--- src/rtl/cordic_word_pkg.sv ---
// ---------------------------------------------------------------------------
// cordic_word_pkg
// Shared definitions for the word-serial CORDIC iteration sequencer:
//   - default sizing (LUT address width, deepest LUT, gain-multiplier latency)
//   - sequencer state enum
//   - helpers that validate and clamp the programmed iteration count
// Build macro: CORDIC_GAIN_COMP_EN adds the GAIN state to the enum.
// ---------------------------------------------------------------------------
package cordic_word_pkg;

  localparam int DEF_LOGITER  = 6;
  localparam int DEF_MAX_ITER = 48;
  localparam int DEF_GAIN_LAT = 2;

`ifdef CORDIC_GAIN_COMP_EN
  typedef enum logic [2:0] {
    ST_IDLE,
    ST_LOAD,
    ST_ITER,
    ST_GAIN,
    ST_DONE
  } seq_state_e;
`else
  typedef enum logic [2:0] {
    ST_IDLE,
    ST_LOAD,
    ST_ITER,
    ST_DONE
  } seq_state_e;
`endif

  // An iteration count of zero or one deeper than the angle LUT is unusable.
  function automatic bit iter_illegal(input int n, input int max_iter);
    return (n < 1) || (n > max_iter);
  endfunction

  // Unusable counts fall back to the full LUT depth.
  function automatic int clamp_iter(input int n, input int max_iter);
    return iter_illegal(n, max_iter) ? max_iter : n;
  endfunction

endpackage

--- src/rtl/cordic_iter_cnt.sv ---
// ---------------------------------------------------------------------------
// cordic_iter_cnt
// Loadable up-counter producing the arctan LUT address / shift amount.
// Ports:
//   clk, rst    rising-edge clock, synchronous active-high reset
//   clken       global clock enable; low freezes the counter
//   load        clear the count and capture the iteration total n_in
//   step        a micro-rotation is being performed this cycle
//   n_in        iteration total (already clamped to 1..MAX_ITER)
//   cnt         current LUT address, 0 .. n-1
//   done        this enabled step is the final micro-rotation
// ---------------------------------------------------------------------------
module cordic_iter_cnt #(
  parameter int W = 6
) (
  input  logic         clk,
  input  logic         rst,
  input  logic         clken,
  input  logic         load,
  input  logic         step,
  input  logic [W-1:0] n_in,
  output logic [W-1:0] cnt,
  output logic         done
);

  logic [W-1:0] n_q;
  logic         last;

  // The count saturates at n-1 so the shift amount stays valid while the
  // gain pipeline and result handshake are still using the datapath.
  always_ff @(posedge clk) begin
    if (rst) begin
      cnt <= '0;
      n_q <= W'(1);
    end else if (clken) begin
      if (load) begin
        cnt <= '0;
        n_q <= n_in;
      end else if (step && !last) begin
        cnt <= cnt + W'(1);
      end
    end
  end

  assign last = (cnt == (n_q - W'(1)));
  assign done = clken && step && last;

endmodule

--- src/rtl/cordic_word_seq.sv ---
// ---------------------------------------------------------------------------
// cordic_word_seq
// Iteration sequencer for the word-serial CORDIC engine. Accepts one operand,
// strobes the datapath load, steps the LUT address through n micro-rotations,
// optionally runs the reciprocal-gain multiply, then holds the result valid
// until the downstream handshake completes.
// Build macro: CORDIC_GAIN_COMP_EN enables the GAIN state; when undefined
// GAIN_EN is tied low and ITER goes straight to DONE.
// Ports:
//   CLK, RST    rising-edge clock, synchronous active-high reset (beats CLKEN)
//   CLKEN       global clock enable; low freezes state and outputs
//   DIN_VALID   operand offered;  RDY  sequencer can take it this cycle
//   N_ITER      iteration count, sampled on accept
//   LOAD        datapath input-register load strobe
//   ITER_EN     micro-rotation enable; ITER_CNT  LUT address / shift amount
//   GAIN_EN     gain-multiplier pipeline enable
//   DOUT_VALID  result valid; DOUT_READY  downstream accepts result
//   CFG_ERR     pulse in the LOAD cycle when N_ITER was clamped
// ---------------------------------------------------------------------------
module cordic_word_seq
  import cordic_word_pkg::*;
#(
  parameter int LOGITER  = DEF_LOGITER,
  parameter int MAX_ITER = DEF_MAX_ITER,
  parameter int GAIN_LAT = DEF_GAIN_LAT
) (
  input  logic               CLK,
  input  logic               RST,
  input  logic               CLKEN,
  input  logic               DIN_VALID,
  output logic               RDY,
  input  logic [LOGITER-1:0] N_ITER,
  output logic               LOAD,
  output logic               ITER_EN,
  output logic [LOGITER-1:0] ITER_CNT,
  output logic               GAIN_EN,
  output logic               DOUT_VALID,
  input  logic               DOUT_READY,
  output logic               CFG_ERR
);

  if (GAIN_LAT < 1 || MAX_ITER < 1 || MAX_ITER >= (1 << LOGITER)) begin : g_cfg_check
    $error("cordic_word_seq: illegal LOGITER/MAX_ITER/GAIN_LAT combination");
  end

  seq_state_e         state_q;
  seq_state_e         state_d;
  logic               accept;
  logic               iter_step;
  logic               iter_done;
  logic               err_q;
  logic [LOGITER-1:0] n_load;

  // RDY already folds in DOUT_READY while in DONE, so this one term covers
  // both the idle accept and the back-to-back accept.
  assign accept    = RDY && DIN_VALID && CLKEN;
  assign iter_step = (state_q == ST_ITER);
  assign n_load    = LOGITER'(clamp_iter(int'(N_ITER), MAX_ITER));

  cordic_iter_cnt #(
    .W(LOGITER)
  ) u_iter_cnt (
    .clk   (CLK),
    .rst   (RST),
    .clken (CLKEN),
    .load  (accept),
    .step  (iter_step),
    .n_in  (n_load),
    .cnt   (ITER_CNT),
    .done  (iter_done)
  );

`ifdef CORDIC_GAIN_COMP_EN
  localparam int GW = (GAIN_LAT > 1) ? $clog2(GAIN_LAT) : 1;

  logic [GW-1:0] gain_cnt;
  logic          gain_last;

  // Counts cycles spent in GAIN; cleared everywhere else so each result
  // gets the full multiplier latency.
  always_ff @(posedge CLK) begin
    if (RST) begin
      gain_cnt <= '0;
    end else if (CLKEN) begin
      if (state_q == ST_GAIN) begin
        gain_cnt <= gain_cnt + GW'(1);
      end else begin
        gain_cnt <= '0;
      end
    end
  end

  assign gain_last = (gain_cnt == GW'(GAIN_LAT - 1));
`endif

  // State register; the clamp flag is captured on accept and only shown
  // during the LOAD cycle that follows.
  always_ff @(posedge CLK) begin
    if (RST) begin
      state_q <= ST_IDLE;
      err_q   <= 1'b0;
    end else if (CLKEN) begin
      state_q <= state_d;
      if (accept) begin
        err_q <= iter_illegal(int'(N_ITER), MAX_ITER);
      end
    end
  end

  always_comb begin
    state_d = state_q;
    case (state_q)
      ST_IDLE: begin
        if (DIN_VALID) begin
          state_d = ST_LOAD;
        end
      end
      ST_LOAD: begin
        state_d = ST_ITER;
      end
      ST_ITER: begin
        if (iter_done) begin
`ifdef CORDIC_GAIN_COMP_EN
          state_d = ST_GAIN;
`else
          state_d = ST_DONE;
`endif
        end
      end
`ifdef CORDIC_GAIN_COMP_EN
      ST_GAIN: begin
        if (gain_last) begin
          state_d = ST_DONE;
        end
      end
`endif
      ST_DONE: begin
        if (DOUT_READY) begin
          state_d = DIN_VALID ? ST_LOAD : ST_IDLE;
        end
      end
      default: begin
        state_d = ST_IDLE;
      end
    endcase
  end

  // Outputs are pure decodes of the registered state; the only
  // combinational input path is RDY following DOUT_READY in DONE.
  always_comb begin
    RDY        = 1'b0;
    LOAD       = 1'b0;
    ITER_EN    = 1'b0;
    GAIN_EN    = 1'b0;
    DOUT_VALID = 1'b0;
    CFG_ERR    = 1'b0;
    case (state_q)
      ST_IDLE: RDY = 1'b1;
      ST_LOAD: begin
        LOAD    = 1'b1;
        CFG_ERR = err_q;
      end
      ST_ITER: ITER_EN = 1'b1;
`ifdef CORDIC_GAIN_COMP_EN
      ST_GAIN: GAIN_EN = 1'b1;
`endif
      ST_DONE: begin
        DOUT_VALID = 1'b1;
        RDY        = DOUT_READY;
      end
      default: ;
    endcase
  end

endmodule
--- config.mk ---
export PLATFORM = sky130hd
export DESIGN_NAME = cordic_word_seq
export DESIGN_NICKNAME = d
export VERILOG_FILES = /design/src/rtl/cordic_word_pkg.sv /design/src/rtl/cordic_iter_cnt.sv /design/src/rtl/cordic_word_seq.sv
export SDC_FILE = /design/constraint.sdc
export NUM_CORES = 1
export LEC_CHECK = 0
export ABC_AREA = 1
export CORE_MARGIN = 3
export CORE_UTILIZATION = 42
export DETAILED_ROUTE_END_ITERATION = 16
export PLACE_DENSITY_LB_ADDON = 0.2
export SYNTH_ARGS = -nofsm -noshare
export SYNTH_HDL_FRONTEND = slang
export SYNTH_HIERARCHICAL = 1
export SYNTH_SLANG_ARGS = --single-unit
--- constraint.sdc ---
create_clock -name CLK -period 4 [get_ports CLK]
set_input_delay 0.4 -clock CLK [delete_from_list [all_inputs] [get_ports CLK]]
set_output_delay 0.4 -clock CLK [all_outputs]
set_load 0.01 [all_outputs]
# [Word-level counts from Yosys, hierarchy flattened]
# Index checks and enable logic that the tools add are counted.
[totals] regBits=16 input_bits=11 out_inout_bits=12
[op_classes] add_sub_neg=2 n_lt_le_gt_ge=2 n_eq_ne=7 n_mux=13 reduce_logical=12
[ops] op="6-bit two-way mux" n=3
[ops] op="3-bit one-hot mux with 4 select lines" n=1
[ops] op="3-bit two-way mux" n=3
[ops] op="6-bit by 1-bit adder with 6-bit output, second input constant" n=1
[ops] op="3-bit by 2-bit == test with 1-bit output, second input constant" n=2
[ops] op="6-bit == test" n=1
[ops] op="6-bit greater-than comparator, second input constant" n=1
[ops] op="6-bit by 1-bit less-than comparator with 1-bit output, second input constant" n=1
[ops] op="2-bit inequality test, second input constant" n=3
[ops] op="6-bit by 1-bit subtractor with 6-bit output, second input constant" n=1
[ops] op="1-bit logical AND" n=5
[ops] op="1-bit two-way mux" n=5
[ops] op="2-bit AND reduction" n=2
[ops] op="4-bit AND reduction" n=1
[ops] op="3-bit by 1-bit == test with 1-bit output, second input constant" n=1
[ops] op="3-bit logical NOT" n=1
[ops] op="1-bit one-hot mux with 2 select lines" n=1
[ops] op="2-bit nonzero test" n=1
[ops] op="1-bit logical NOT" n=1
[ops] op="1-bit logical OR" n=1

# [Depth between registers and ports, before layout]
[logic_depth] depth_word=6 depth_mapped=17 depth_no_buf=17

# [Modules after synthesis]
# Netlist, hierarchy kept.
[modules_own_cells] module="cordic_iter_cnt" n_inst=1 cells_each=114 area_each_um2=760.7 seq_area_each_um2=240.2
[modules_own_cells] module="cordic_word_seq" n_inst=1 cells_each=71 area_each_um2=376.6 seq_area_each_um2=60.1

# [Worst setup path after synthesis]
# OpenSTA, ideal clock, no wires.
[synth_timing] path_kind="register -> register" from="register state_q[0]" to="register u_iter_cnt.n_q[5]" setup_ps=116 arrival_ps=1585 required_ps=3884 slack_ps=2299 stages_incl_launch_ff=10 path_buffers=1 synth_period_minus_slack_ps=1701 cell_sequence="dfxtp_1 -> inv_1 -> ha_1 -> inv_1 -> nand3_1 -> inv_1 -> nand2_1 -> clkbuf_1 -> o21ai_0 -> nor2_1"
[synth_between] elab_chain_len=5
[synth_rtl] element="start: declaration" line="cordic_word_seq.sv:46" text="seq_state_e state_q;"
[synth_rtl] element="start signal: assignment" line="cordic_word_seq.sv:103" text="state_q <= state_d;"
[synth_rtl] element="3-bit by 2-bit == test with 1-bit output / 3-bit logical NOT (equally long branches)" line="cordic_word_seq.sv:157" text="case (state_q)"
[synth_rtl] element="1-bit one-hot mux with 2 select lines (*)" line="cordic_word_seq.sv:157"
[synth_rtl] element="1-bit logical AND (*) (2 in series)" line="cordic_word_seq.sv:56" text="assign accept = RDY && DIN_VALID && CLKEN;"
[synth_rtl] element="via accept" line="cordic_word_seq.sv:48" text="logic accept;"
[synth_rtl] element="2-bit AND reduction (no source line) (*)"
[synth_rtl] element="end signal: assignment" line="cordic_iter_cnt.sv:38" text="n_q <= n_in;"
[synth_rtl] element="end: declaration" line="cordic_iter_cnt.sv:26" text="logic [W-1:0] n_q;"
# The timed path passes the listed nets; every way through them passes the cells marked *.
# A chain may end at the register's enable or synchronous reset.

# [Worst setup path in the final report]
[layout_timing] from="register state_q[0]" to="output port RDY"
[layout_between] elab_chain_len=2
[layout_rtl] element="3-bit by 2-bit == test with 1-bit output / 3-bit logical NOT (equally long branches)" line="cordic_word_seq.sv:157"
[layout_rtl] element="1-bit one-hot mux with 2 select lines (*)" line="cordic_word_seq.sv:157"
[layout_rtl] element="end: declaration" line="cordic_word_seq.sv:31" text="output logic RDY,"
# Mark *: on every way between the ends. The rest lies on a longest branch, timed or not.

==> flow_summary.toml <==
[power]
internal-power_uw = 259.0
pwr-share-seq_pct = 42.0
combPwrFrac_pct = 36.1
ir_drop_uv = 232.3
power_density_nw_per_um2 = 289.5
p_switching_uw = 145.3
clock_power_share_pct = 21.9
p_leak_nw = 0.6886
switching_share_pct = 35.94

[timing]
holdWs_ps = 511.1
post-route-min-period_ps = 2183
report.final.slew_viol_count = 0
max_freq_mhz = 458.1
clock_skew_ps = 4.287
setup_viol = 0
hold_viol = 0
fin_crit_sh_pct = 54.57
finalSetupTns_ps = 0
fin_ws_ps = 1817
rsz0062_at_grt = "no"

[critical_path]
reg2reg_slack_ps = 1980
worst_setup_path_end_kind = "primary output"
cp.required_ps = 3600
crit_fanout = 4
critPathKind = "flop to primary output"
cp_slowest_stage_delay_ps = 520
cp-start-kind = "flop"
path_cells = "inv_1 > ha_1 > inv_1 > nand2_1 > inv_1 > clkdlybuf4s50_1"
crit_arrival_ps = 1780
worst_path_max_delay_cell = "clkdlybuf4s50_1"
path_common_cell = "inv_1"

[drt]
drtIter0Drc = 57
wl_per_cell_um = 10.37
vias = 1138
wl_um = 2458
ant_nets = 0
drt-vias-per-instance = 4.802
dr.pass1.iters = 4
drc = 0

[floorplanning]
initial_utilization_pct = 45.09
io_pins = 23
rows = 18
die_area_um2 = 3369
dieHeight_um = 58.04
die_x_um = 58.04
core-area_um2 = 2522

[logic_synthesis]
postSynth.asyncResetShare_pct = 0
synth_ff_type = "dfxtp_1"
yosys_warnings = 6
synth_nets = 202
synth_edf_count = 0
syn_area_per_cell_um2 = 6.148
synth.yosys.seq_area_share_pct = 26.40
ys_seq_elements = 15
synth.distinct_cells = 23
syn_area_um2 = 1137
syn-instance-count = 185

[placed_design]
place_ws_ps = 1824
gp_congestion = 0.8444
hpwl_um = 1961
dp.cells = 233
numPortBuffers = 21

[clock_network]
root_buffer = "clkbuf_4"
cts_setup_buffers = 0
clkTransAtPathRegs_ps = 90
cts_tree = "done"
cts_htree_levels = 1
ctsHoldBuffers = 0
cts_buffer_depth = 2
cts_resized = 0
clock_latency_ps = 290
cts_buffers = 3
cts_sinks = 15

[global_route]
antenna_found_initial = 0
grt_max_degree = 18
grt_pass1_vias = 1003
gr-total-overflow = 0
grt_usage_pct = 15.81
grt_pass1_wl_um = 4229

[hold_path]
hp-class = "flop to flop"

[finish]
n_fill_cell = 269
area_growth_pct = 22.77
diodes = 0
fin_nets = 225
drive_above_1_share_pct = 8.696
layoutNonFillerInstCount = 237

[run_status]
status = "completed"

[job]
maxCapViolations = 0
## cell families after synthesis
kind of cell | share of synthesized area (%)
flops | 26.40
simple gates | 38.72
compound gates | 8.141
fa+ha+maj | 6.600
xor+xnor | 6.161
other cells | 0.3297
buf+inv | 13.64
## final timing paths
check / from / endpoint / cells after the start
max reg2reg: state_q[0] / u_iter_cnt/cnt[4] / 9
min reg2reg: u_iter_cnt/n_q[1] / u_iter_cnt/n_q[1] / 2
min: u_iter_cnt/n_q[1] / u_iter_cnt/n_q[1] / 2
max: state_q[0] / RDY / 6
## layout make-up
class / instances / area, um2 / area share, %
Timing Repair Buffer: 21 / 210.2 / 15.05
Inverter: 37 / 138.9 / 9.946
Sequential cell: 15 / 300.3 / 21.51
Tap cell: 30 / 37.54 / 2.688
Clock buffer: 3 / 22.52 / 1.613
Clock inverter: 1 / 5.005 / 0.3584
Multi-Input combinational cell: 130 / 681.9 / 48.84
## placed cells by master, fill, tap and decap left out, types with 2 or more instances in the layout
cell type / count
xor2_1: 6
o21ai_0: 6
nor2_2: 4
a21oi_1: 11
ha_1: 6
or2_1: 2
nand4_1: 2
xnor2_1: 2
inv_1: 34
clkdlybuf4s50_1: 21
nand3_1: 20
clkbuf_4: 3
nand2_2: 4
dfxtp_1: 15
inv_2: 3
nand2_1: 41
nor2_1: 21
## routing by layer
layer	GRT usage, %	wire (um)
met4	3.974	21
met5	0	0
met3	3.563	144
met1	20.35	1119
met2	26.61	1171
## cell usage after synthesis (2+ instances only)
cell	instances	share of area (%)
dfxtp_1	15	26
nand2_2	4	2.2
or2_1	2	1.1
inv_1	34	11
xor2_1	6	4.6
o21ai_0	6	2.6
inv_2	3	0.99
nand3_1	20	8.8
ha_1	6	6.6
nand2_1	41	14
nor2_2	4	2.2
a21oi_1	11	4.8
nand4_1	2	1.1
xnor2_1	2	1.5
nor2_1	21	6.9
## state kept, by name, summed over array words and instances, names as in the netlist
signal,cells
err_q,1
u_iter_cnt/cnt,6
state_q,2
u_iter_cnt/n_q,6
## stage by stage
step                area [um2]  util [%]  power, mW
global placement          1369     54.27     0.3149
finish                    1396     55.36     0.4043
CTS                       1396     55.36     0.4086
detailed placement        1369     54.27     0.3193
global route              1396     55.36     0.4366
floorplan                 1137         -     0.2698
## critical path: cells and delay by family, from the launching register on
family                     cells  cell delay (ps)
adders and majority gates      1              290
buffers and inverters          4              750
DFF                            1              390
and+or+nand+nor                1               60
## power by group through the flow
stage	logic (mW)	clock network (mW)	registers, mW
final	0.146	0.0886	0.170
after global routing	0.165	0.0998	0.172
after CTS	0.147	0.0919	0.170
after detailed placement	0.146	0	0.174
after global placement	0.142	0	0.173
after floorplan	0.0984	0	0.171
Power figures use the tool's default switching activity.
